==> config.mk <==
export PLATFORM = sky130hd
export DESIGN_NAME = mem_access_stage
export DESIGN_NICKNAME = d
export VERILOG_FILES = /design/src/rtl/mem_access_stage.sv
export SDC_FILE = /design/constraint.sdc
export NUM_CORES = 1
export LEC_CHECK = 0
export CAP_MARGIN = 20
export CORE_MARGIN = 3
export CORE_UTILIZATION = 43
export CTS_BUF_LIST = sky130_fd_sc_hd__clkbuf_2
export DETAILED_ROUTE_END_ITERATION = 10
export GPL_TIMING_DRIVEN = 0
export PLACE_DENSITY = 0.79
export SLEW_MARGIN = 20
export SYNTH_ARGS = -nofsm -noshare
export SYNTH_HDL_FRONTEND = slang
export SYNTH_SLANG_ARGS = --single-unit
==> constraint.sdc <==
create_clock -name Clk -period 1.8 [get_ports Clk]
set_input_delay 0.36 -clock Clk [delete_from_list [all_inputs] [get_ports Clk]]
set_output_delay 0.36 -clock Clk [all_outputs]
set_load 0.02 [all_outputs]
==> src/rtl/mem_access_stage.sv <==
// -----------------------------------------------------------------------------
// mem_access_stage
//
// Memory stage of a five-stage pipeline, directly downstream of Execute.
// Registers the Execute results with their memory/writeback control bits,
// performs data-memory loads and stores over a req/ack handshake, and holds
// the upstream pipeline (Stall) while an access is outstanding. Produces
// registered writeback outputs: load data sign- or zero-extended, or the ALU
// result passed straight through.
//
// Parameters
//   TIMEOUT  cycles spent in ACCESS without Mem_Ack before the access aborts
//   CNT_W    width of the timeout counter (2**CNT_W > TIMEOUT)
//
// Ports
//   Clk, Reset            clock (rising edge), synchronous active-high reset
//   Valid_in              Execute presents a valid instruction
//   ALUResult_in          effective address or ALU result
//   StoreData_in          rt data for stores
//   RegDest_in            destination register from the RegDst mux
//   MemRead_in/MemWrite_in/RegWrite_in/MemToReg_in   control bits
//   MemSize_in            00 word, 01 half, 10 byte, 11 word
//   LoadUnsigned_in       1 = zero-extend loads (lbu/lhu)
//   Mem_Req/We/Addr/WData/ByteEn   registered data-memory request
//   Mem_Ack, Mem_RData    access complete, read word valid in the same cycle
//   Stall                 high while an access is outstanding
//   WB_Valid/Data/RegDest/RegWrite registered writeback outputs
//   Misaligned            one-cycle pulse on an alignment fault
//   Timeout_Err           sticky, cleared only by Reset
// -----------------------------------------------------------------------------
module mem_access_stage #(
  parameter int TIMEOUT = 16,
  parameter int CNT_W   = 5
) (
  input  logic        Clk,
  input  logic        Reset,
  input  logic        Valid_in,
  input  logic [31:0] ALUResult_in,
  input  logic [31:0] StoreData_in,
  input  logic [4:0]  RegDest_in,
  input  logic        MemRead_in,
  input  logic        MemWrite_in,
  input  logic        RegWrite_in,
  input  logic        MemToReg_in,
  input  logic [1:0]  MemSize_in,
  input  logic        LoadUnsigned_in,
  output logic        Mem_Req,
  output logic        Mem_We,
  output logic [31:0] Mem_Addr,
  output logic [31:0] Mem_WData,
  output logic [3:0]  Mem_ByteEn,
  input  logic        Mem_Ack,
  input  logic [31:0] Mem_RData,
  output logic        Stall,
  output logic        WB_Valid,
  output logic [31:0] WB_Data,
  output logic [4:0]  WB_RegDest,
  output logic        WB_RegWrite,
  output logic        Misaligned,
  output logic        Timeout_Err
);

  localparam logic [0:0] S_IDLE   = 1'b0;
  localparam logic [0:0] S_ACCESS = 1'b1;

  localparam logic [1:0] SZ_HALF = 2'b01;
  localparam logic [1:0] SZ_BYTE = 2'b10;

  localparam logic [CNT_W-1:0] CNT_LAST = CNT_W'(TIMEOUT - 1);

  // ---------------------------------------------------------------------------
  // State and captured instruction
  // ---------------------------------------------------------------------------
  logic [0:0]       r_state;
  logic [CNT_W-1:0] r_cnt;
  logic [31:0]      r_alu;        // captured ALU result; [1:0] selects the lane
  logic [4:0]       r_regdest;
  logic             r_regwrite;
  logic             r_memtoreg;
  logic [1:0]       r_size;
  logic             r_unsigned;

  // ---------------------------------------------------------------------------
  // Request decode from the Execute inputs (used only at IDLE edges)
  // ---------------------------------------------------------------------------
  logic        w_is_mem;
  logic        w_misaligned;
  logic [3:0]  w_byte_en;
  logic [31:0] w_wdata;

  assign w_is_mem = MemRead_in | MemWrite_in;

  // NOTE: every signal assigned in an always_comb gets a default at the top,
  // so no path leaves it unassigned and no latch is inferred.
  always_comb begin
    w_byte_en    = 4'b1111;
    w_wdata      = StoreData_in;
    w_misaligned = (ALUResult_in[1:0] != 2'b00);
    case (MemSize_in)
      SZ_BYTE: begin
        w_byte_en    = 4'b0001 << ALUResult_in[1:0];
        w_wdata      = {4{StoreData_in[7:0]}};
        w_misaligned = 1'b0;
      end
      SZ_HALF: begin
        w_byte_en    = ALUResult_in[1] ? 4'b1100 : 4'b0011;
        w_wdata      = {2{StoreData_in[15:0]}};
        w_misaligned = ALUResult_in[0];
      end
      default: ;  // 00 and 11 are word accesses
    endcase
  end

  // ---------------------------------------------------------------------------
  // Load extraction from the returned word, using the captured address/size
  // ---------------------------------------------------------------------------
  logic [7:0]  w_rd_byte;
  logic [15:0] w_rd_half;
  logic [31:0] w_load_val;

  always_comb begin
    w_rd_byte  = Mem_RData[7:0];
    w_rd_half  = r_alu[1] ? Mem_RData[31:16] : Mem_RData[15:0];
    w_load_val = Mem_RData;
    case (r_alu[1:0])
      2'd1:    w_rd_byte = Mem_RData[15:8];
      2'd2:    w_rd_byte = Mem_RData[23:16];
      2'd3:    w_rd_byte = Mem_RData[31:24];
      default: w_rd_byte = Mem_RData[7:0];
    endcase
    case (r_size)
      SZ_BYTE: w_load_val = {{24{w_rd_byte[7] & ~r_unsigned}}, w_rd_byte};
      SZ_HALF: w_load_val = {{16{w_rd_half[15] & ~r_unsigned}}, w_rd_half};
      default: w_load_val = Mem_RData;
    endcase
  end

  // Stall follows the state register only, so it never depends on inputs.
  assign Stall = (r_state == S_ACCESS);

  // ---------------------------------------------------------------------------
  // Sequential control
  // ---------------------------------------------------------------------------
  // NOTE: all state is updated with non-blocking assignments so every register
  // sees the pre-edge values of the others, independent of statement order.
  always_ff @(posedge Clk) begin
    if (Reset) begin
      r_state     <= S_IDLE;
      r_cnt       <= '0;
      r_alu       <= '0;
      r_regdest   <= '0;
      r_regwrite  <= 1'b0;
      r_memtoreg  <= 1'b0;
      r_size      <= '0;
      r_unsigned  <= 1'b0;
      Mem_Req     <= 1'b0;
      Mem_We      <= 1'b0;
      Mem_Addr    <= '0;
      Mem_WData   <= '0;
      Mem_ByteEn  <= '0;
      WB_Valid    <= 1'b0;
      WB_Data     <= '0;
      WB_RegDest  <= '0;
      WB_RegWrite <= 1'b0;
      Misaligned  <= 1'b0;
      Timeout_Err <= 1'b0;
    end else begin
      Misaligned <= 1'b0;  // pulse: only the fault branch raises it

      case (r_state)
        S_IDLE: begin
          if (!Valid_in) begin
            WB_Valid <= 1'b0;
          end else if (!w_is_mem) begin
            // Non-memory instruction: one-cycle pass-through.
            WB_Valid    <= 1'b1;
            WB_Data     <= ALUResult_in;
            WB_RegDest  <= RegDest_in;
            WB_RegWrite <= RegWrite_in;
          end else if (w_misaligned) begin
            // Fault: no request, retire the instruction without a write.
            Misaligned  <= 1'b1;
            WB_Valid    <= 1'b1;
            WB_Data     <= ALUResult_in;
            WB_RegDest  <= RegDest_in;
            WB_RegWrite <= 1'b0;
          end else begin
            r_alu      <= ALUResult_in;
            r_regdest  <= RegDest_in;
            r_regwrite <= RegWrite_in;
            r_memtoreg <= MemToReg_in;
            r_size     <= MemSize_in;
            r_unsigned <= LoadUnsigned_in;
            Mem_Req    <= 1'b1;
            Mem_We     <= MemWrite_in;  // read+write together acts as a write
            Mem_Addr   <= {ALUResult_in[31:2], 2'b00};
            Mem_WData  <= w_wdata;
            Mem_ByteEn <= w_byte_en;
            r_cnt      <= '0;
            WB_Valid   <= 1'b0;
            r_state    <= S_ACCESS;
          end
        end

        S_ACCESS: begin
          if (Mem_Ack) begin
            Mem_Req     <= 1'b0;
            WB_Valid    <= 1'b1;
            WB_Data     <= r_memtoreg ? w_load_val : r_alu;
            WB_RegDest  <= r_regdest;
            WB_RegWrite <= r_regwrite;
            r_state     <= S_IDLE;
          end else if (r_cnt == CNT_LAST) begin
            // Abort: memory never answered, squash the instruction.
            Timeout_Err <= 1'b1;
            Mem_Req     <= 1'b0;
            WB_Valid    <= 1'b1;
            WB_Data     <= r_alu;
            WB_RegDest  <= r_regdest;
            WB_RegWrite <= 1'b0;
            r_state     <= S_IDLE;
          end else begin
            r_cnt <= r_cnt + CNT_W'(1);
          end
        end

        default: r_state <= S_IDLE;
      endcase
    end
  end

endmodule

==> flow_summary.ini, run 1 <==
[outcome]
status = complete, but fails checks
violations = negative setup slack

[global_route]
grt_max_degree = 17
grt_pass1_wl_mm = 39.8
antenna_found_initial = 0
track_usage_pct = 30.8
grt-ovfl-total = 0
grt_pass1_vias = 7385

[logic_synthesis]
synth_top_area_share_pct = 38.8
ys_warn_count = 0
synth_area_sq_mm = 0.00656
ys_ff_latch = 127
syn_avg_cell_area_sq_um = 8.10
synth_ff_type = dfxtp_1
netlist_instances = 810
synth_area_leader_cell = dfxtp_1
synth_edf_count = 0
ys_async_sr_fraction_pct = 0
synth_area_leaders = dfxtp_1 39%, nand2_1 8.5%, a21oi_1 7.7%
ys_seq_area_share_pct = 38.8
yosys.cell_types.count = 68

[place]
dpl.hpwl_mm = 18.6
globalplace.congestion = 0.907
placed_area_sq_mm = 0.00901
port-buffer-count = 219

[final_layout]
synthToLayoutAreaGrowth_pct = 53.3
final_cell_mix = 142 x nand2_1, 109 x clkdlybuf4s50_1, 92 x buf_4, 92 x a21oi_1, 83 x dfxtp_2
drive_gt1_share_pct = 40.2
layout_commonest_cell = nand2_1
fin_area_sq_mm = 0.0101
nFillCells = 1185
nNetsFinal = 1228
utilization_pct = 68.2

[job]
maxCapViolCount = 0

[setup_path]
r2r_slack_ns = -0.08
crit_type = reg -> reg
required_ns = 2.44
r2r_end = WB_Data[22]$_SDFFE_PP0P_
arrival_ns = 2.52
cp-end-kind = flop
reg2reg_from = r_cnt[1]$_SDFFE_PP0P_
cp-start-kind = flop
ff2ff_path_depth = 9
critPathMaxFanout = 5
endpoint = WB_Data[22]$_SDFFE_PP0P_
setup.worst_path.start = r_cnt[1]$_SDFFE_PP0P_

[power_and_ir_drop]
internal-power_uw = 4950
ir_drop_mv = 0.416
finalPower_uw = 7470
powerDensity_mw_per_mm2 = 743
p_comb_share_pct = 30.8
p_clk_share_pct = 26.8
leakage_uw = 0.00399
power_switching_uw = 2520
netSwitchingFraction_pct = 33.7
seq_power_share_pct = 42.4

[sta]
worst_slack_ns = -0.0848
finalMaxSlewViolations = 0
hold_viol_final = 0
fin_skew_ns = 0.0232
slew_headroom_pct = 35.9
setup_violations = 28
rsz0062_at_grt = yes
tightest_slew_ns = 0.962
fmax_ghz = 0.531
min_period_over_period_pct = 105
period_needed_ns = 1.88

[clock_network]
htree_num_levels = 4
postCtsHoldBufs = 0
clockRootBuffer = clkbuf_2
cts_made_buffers = 17
cts_tree = yes
cts_sinks = 127
clk_pin_slew_ns = 0.19
clk_path_buf_depth = 2
clk_latency_ns = 0.73

[drt]
vias = 7583
viasPerCell = 5.80
drt_iter0_markers = 628
wl_per_cell_um = 20.6
ant_nets = 0
first_pass_iters = 5
post-route-drc-count = 0
wirelength_mm = 27.0

[floorplanning]
core_area_sq_mm = 0.0148
start_util_pct = 44.5
die_y_um = 130
design.die.area_sq_mm = 0.0168
rows = 44
fp.dieW_um = 130
boundaryPins = 224

[hold_path]
hp-class = in -> reg
## cells in the mapped netlist, types with 8 or more instances
cell type and n:
nor3_1 29, and2_1 17, nand2_1 148, a211oi_2 11
buf_4 35, a21oi_1 101, dfxtp_1 127, nor2b_1 18
a211oi_1 14, inv_1 10, o221ai_1 12, o21ai_1 9
o211ai_1 14, buf_2 21, a31oi_1 8, clkbuf_1 34
o21ai_0 10, o221ai_2 9, nor2_1 69, mux2i_1 9
a221oi_1 8
## cell type report
cell class | instances | area, sq um | share of cell area (%)
sequential | 127 | 2650 | 26.4
timing repair buffer | 282 | 2430 | 24.1
buffer | 96 | 671 | 6.67
clock inverter | 14 | 173 | 1.72
tap | 184 | 230 | 2.29
antenna | 1 | 2.50 | 0.0249
clock buffer | 18 | 90.1 | 0.896
multi-input combinational | 575 | 3770 | 37.4
inverter | 11 | 43.8 | 0.435
## worst max-delay path, stage by stage (launching register included)
cell	delay, ns
dfxtp_4	0.40
ha_4	0.16
and3_4	0.18
ha_4	0.18
nor2_4	0.12
nor2_4	0.07
nor2_4	0.22
buf_6	0.18
a21oi_4	0.04
a211oi_2	0.28
## state kept, by name, indices dropped and copies added (netlist names), 2 cells and up
signal	count
r_alu	31
r_regdest	5
WB_RegDest	5
r_cnt	5
r_size	2
Mem_WData	32
WB_Data	32
Mem_ByteEn	4
## cells by family after synthesis
kind of cell    Yosys count  synth area share [%]
simple gates            311                  21.2
compound gates          236                  26.2
flops                   127                  38.8
buf+inv                 109                  9.33
mux                      18                  3.03
fa+ha+maj                 6                  1.14
xor+xnor                  2                 0.267
other cells               1                0.0572
## worst min-delay path by stage
stage,from,endpoint,slack [ns],depth (start not counted)
after floorplan,r_regwrite$_SDFFE_PP0P_,r_regwrite$_SDFFE_PP0P_,0.43,2
after global placement,r_regwrite$_SDFFE_PP0P_,r_regwrite$_SDFFE_PP0P_,0.44,2
after detailed placement,WB_Data[15]$_SDFFE_PP0P_,WB_Data[15]$_SDFFE_PP0P_,0.45,2
after CTS,Reset,WB_Data[1]$_SDFFE_PP0P_,0.007,3
after global routing,Reset,WB_Data[1]$_SDFFE_PP0P_,0.09,3
final,Reset,WB_Data[1]$_SDFFE_PP0P_,0.10,3
## power groups by stage
stage               clock network [uW]  logic [uW]  registers (uW)
floorplan                            0         935            3370
global placement                     0        2030            3210
detailed placement                   0        2060            3210
CTS                               2020        2150            3150
global route                      2140        2440            3190
finish                            2000        2300            3170
## repair_timing
item,4_1_cts,5_1_grt
setup endpoints to repair,225,190
gates resized for setup,463,174
setup buffers,45,15
cloned,2,2
pin swaps,28,35
## metal layers
metal,vias to the layer above,GRT usage [%],wire length (um)
met5,-,0,0
met4,0,15.6,1470
met3,123,10.1,3190
met2,501,51.0,12600
met1,3518,35.8,9740
li1,3441,-,-
## through the flow
step	TNS (ns)	worst slack [ns]	instances	hold slack [ns]
after floorplan	-0.00734	-0.00147	811	0.432
after global placement	-91.62	-0.819	1214	0.439
after detailed placement	-97.77	-0.886	1214	0.448
after CTS	-0.227	-0.0484	1292	0.00720
after global routing	-3.29	-0.152	1307	0.0905
final	-0.787	-0.0848	1308	0.101
Note: power is estimated with default switching activity, not from simulation.
==> run 2, diff against run 1 <==
--- a/config.mk
+++ b/config.mk
@@ -9,10 +9,11 @@
 export CORE_MARGIN = 3
 export CORE_UTILIZATION = 43
 export CTS_BUF_LIST = sky130_fd_sc_hd__clkbuf_2
+export CTS_CLUSTER_DIAMETER = 200
 export DETAILED_ROUTE_END_ITERATION = 10
 export GPL_TIMING_DRIVEN = 0
 export PLACE_DENSITY = 0.79
-export SLEW_MARGIN = 20
+export SLEW_MARGIN = 40
 export SYNTH_ARGS = -nofsm -noshare
 export SYNTH_HDL_FRONTEND = slang
 export SYNTH_SLANG_ARGS = --single-unit
==> flow_summary.ini, run 2 (synthesized netlist as in run 1, its figures left out) <==
[outcome]
status = complete, but fails checks
violations = negative setup slack

[sta]
period_needed_ns = 1.88
slew_headroom_pct = 45.7
fmax_ghz = 0.531
setup_violations = 27
fin_skew_ns = 0.0234
worst_slack_ns = -0.0820
finalMaxSlewViolations = 0
hold_viol_final = 0
tightest_slew_ns = 0.814
min_period_over_period_pct = 105
rsz0062_at_grt = yes

[floorplanning]
rows = 44
fp.dieW_um = 130
design.die.area_sq_mm = 0.0168
start_util_pct = 44.5
core_area_sq_mm = 0.0148
boundaryPins = 224
die_y_um = 130

[final_layout]
final_cell_mix = 142 x nand2_1, 109 x clkdlybuf4s50_1, 92 x buf_4, 92 x a21oi_1, 83 x dfxtp_2
largestRegisters = Mem_WData x32, WB_Data x32, r_alu x31
nNetsFinal = 1228
layout_commonest_cell = nand2_1
drive_gt1_share_pct = 40.2
synthToLayoutAreaGrowth_pct = 53.4

[hold_path]
hp-class = in -> reg

[setup_path]
worst_path_most_repeated_cell = nor2_4
crit_slowest_cell = dfxtp_4
cpPeakStageDelay_ns = 0.40
crit_buf_inv = 1
path_cells = ha_4 > and3_4 > ha_4 > nor2_4 > nor2_4 > nor2_4 > buf_6 > a21oi_4 > a211oi_2
arrival_ns = 2.53
cp-start-kind = flop
critPathMaxFanout = 5
endpoint = WB_Data[22]$_SDFFE_PP0P_
required_ns = 2.45
crit_type = reg -> reg
ff2ff_path_depth = 9
r2r_end = WB_Data[22]$_SDFFE_PP0P_
cp-end-kind = flop
cpLargestDelayFamily = simple AND/OR/NAND/NOR gates
path_depth = 9
reg2reg_from = r_cnt[1]$_SDFFE_PP0P_
r2r_slack_ns = -0.08
setup.worst_path.start = r_cnt[1]$_SDFFE_PP0P_

[clock_network]
postCtsHoldBufs = 0
cts_tree = yes
clockRootBuffer = clkbuf_2
clk_path_buf_depth = 2
htree_num_levels = 4
cts_made_buffers = 17
cts_sinks = 127
clk_latency_ns = 0.73
clk_pin_slew_ns = 0.19

[drt]
drt_iter0_markers = 594
ant_nets = 0
viasPerCell = 5.81
wl_per_cell_um = 20.6
wirelength_mm = 27.0
post-route-drc-count = 0
vias = 7593
first_pass_iters = 5

[power_and_ir_drop]
finalPower_uw = 7470
ir_drop_mv = 0.416
powerDensity_mw_per_mm2 = 743
leakage_uw = 0.00400

[place]
globalplace.congestion = 0.907
place_ws_ns = -0.886
port-buffer-count = 219
dpl.hpwl_mm = 18.6

[global_route]
grt_pass1_vias = 7385
track_usage_pct = 30.8
grt_pass1_wl_mm = 39.8
antenna_found_initial = 0
grt-ovfl-total = 0
grt_max_degree = 17

[job]
maxCapViolCount = 0
[run 2: cell type report]
type                            instances  area, sq um
Antenna cell                            1         2.50
Buffer                                 96          672
Clock buffer                           18         90.1
Clock inverter                         14          173
Fill cell                            1188         4700
Inverter                               11         43.8
Multi-Input combinational cell        575         3770
Sequential cell                       127         2650
Tap cell                              184          230
Timing Repair Buffer                  282         2430
[run 2: where the power goes]
part           internal (uW)  switching [uW]
clock                    891            1110
combinational           1020            1280
sequential              3040             127
[run 2: what timing repair did]
item	in CTS	in global routing
pin swaps	28	35
endpoints found under the setup margin	225	190
gates resized for setup	463	174
setup buffers	45	15
hold endpoints to repair	0	0
cloned	2	2
[run 2: metrics by stage]
stage                     std cells  area, sq um  TNS [ns]  hold slack (ns)  utilization, %
final                          1308        10100    -0.769           0.0930            68.2
after global routing           1307        10100     -3.18           0.0907            68.2
after CTS                      1292         9840    -0.227          0.00720            66.7
after detailed placement       1214         9010    -97.77            0.448            61.1
after global placement         1214         9010    -91.62            0.439            61.1
after floorplan                 811         6590  -0.00734            0.432               -
[run 2: tightest hold or removal path: cells and delay by family]
kind | cells | cell delay [ns]
compound gates | 1 | 0.15
buf+inv | 2 | 0.29
[run 2: worst min path at each step]
stage | depth (start not counted) | to | startpoint | slack [ns]
finish | 3 | WB_Data[1]$_SDFFE_PP0P_ | Reset | 0.09
global route | 3 | WB_Data[1]$_SDFFE_PP0P_ | Reset | 0.09
global placement | 2 | r_regwrite$_SDFFE_PP0P_ | r_regwrite$_SDFFE_PP0P_ | 0.44
floorplan | 2 | r_regwrite$_SDFFE_PP0P_ | r_regwrite$_SDFFE_PP0P_ | 0.43
detailed placement | 2 | WB_Data[15]$_SDFFE_PP0P_ | WB_Data[15]$_SDFFE_PP0P_ | 0.45
CTS | 3 | WB_Data[1]$_SDFFE_PP0P_ | Reset | 0.007
[run 2: metal layers]
layer  wire (um)  track usage [%]  vias to the layer above  share of wire, %
li1            -                -                     3425                 -
met1        9700             35.8                     3499                36
met2       12500             51.0                      537                46
met3        3310             10.1                      132                12
met4        1450             15.6                        0               5.4
met5           0                0                        -                 0
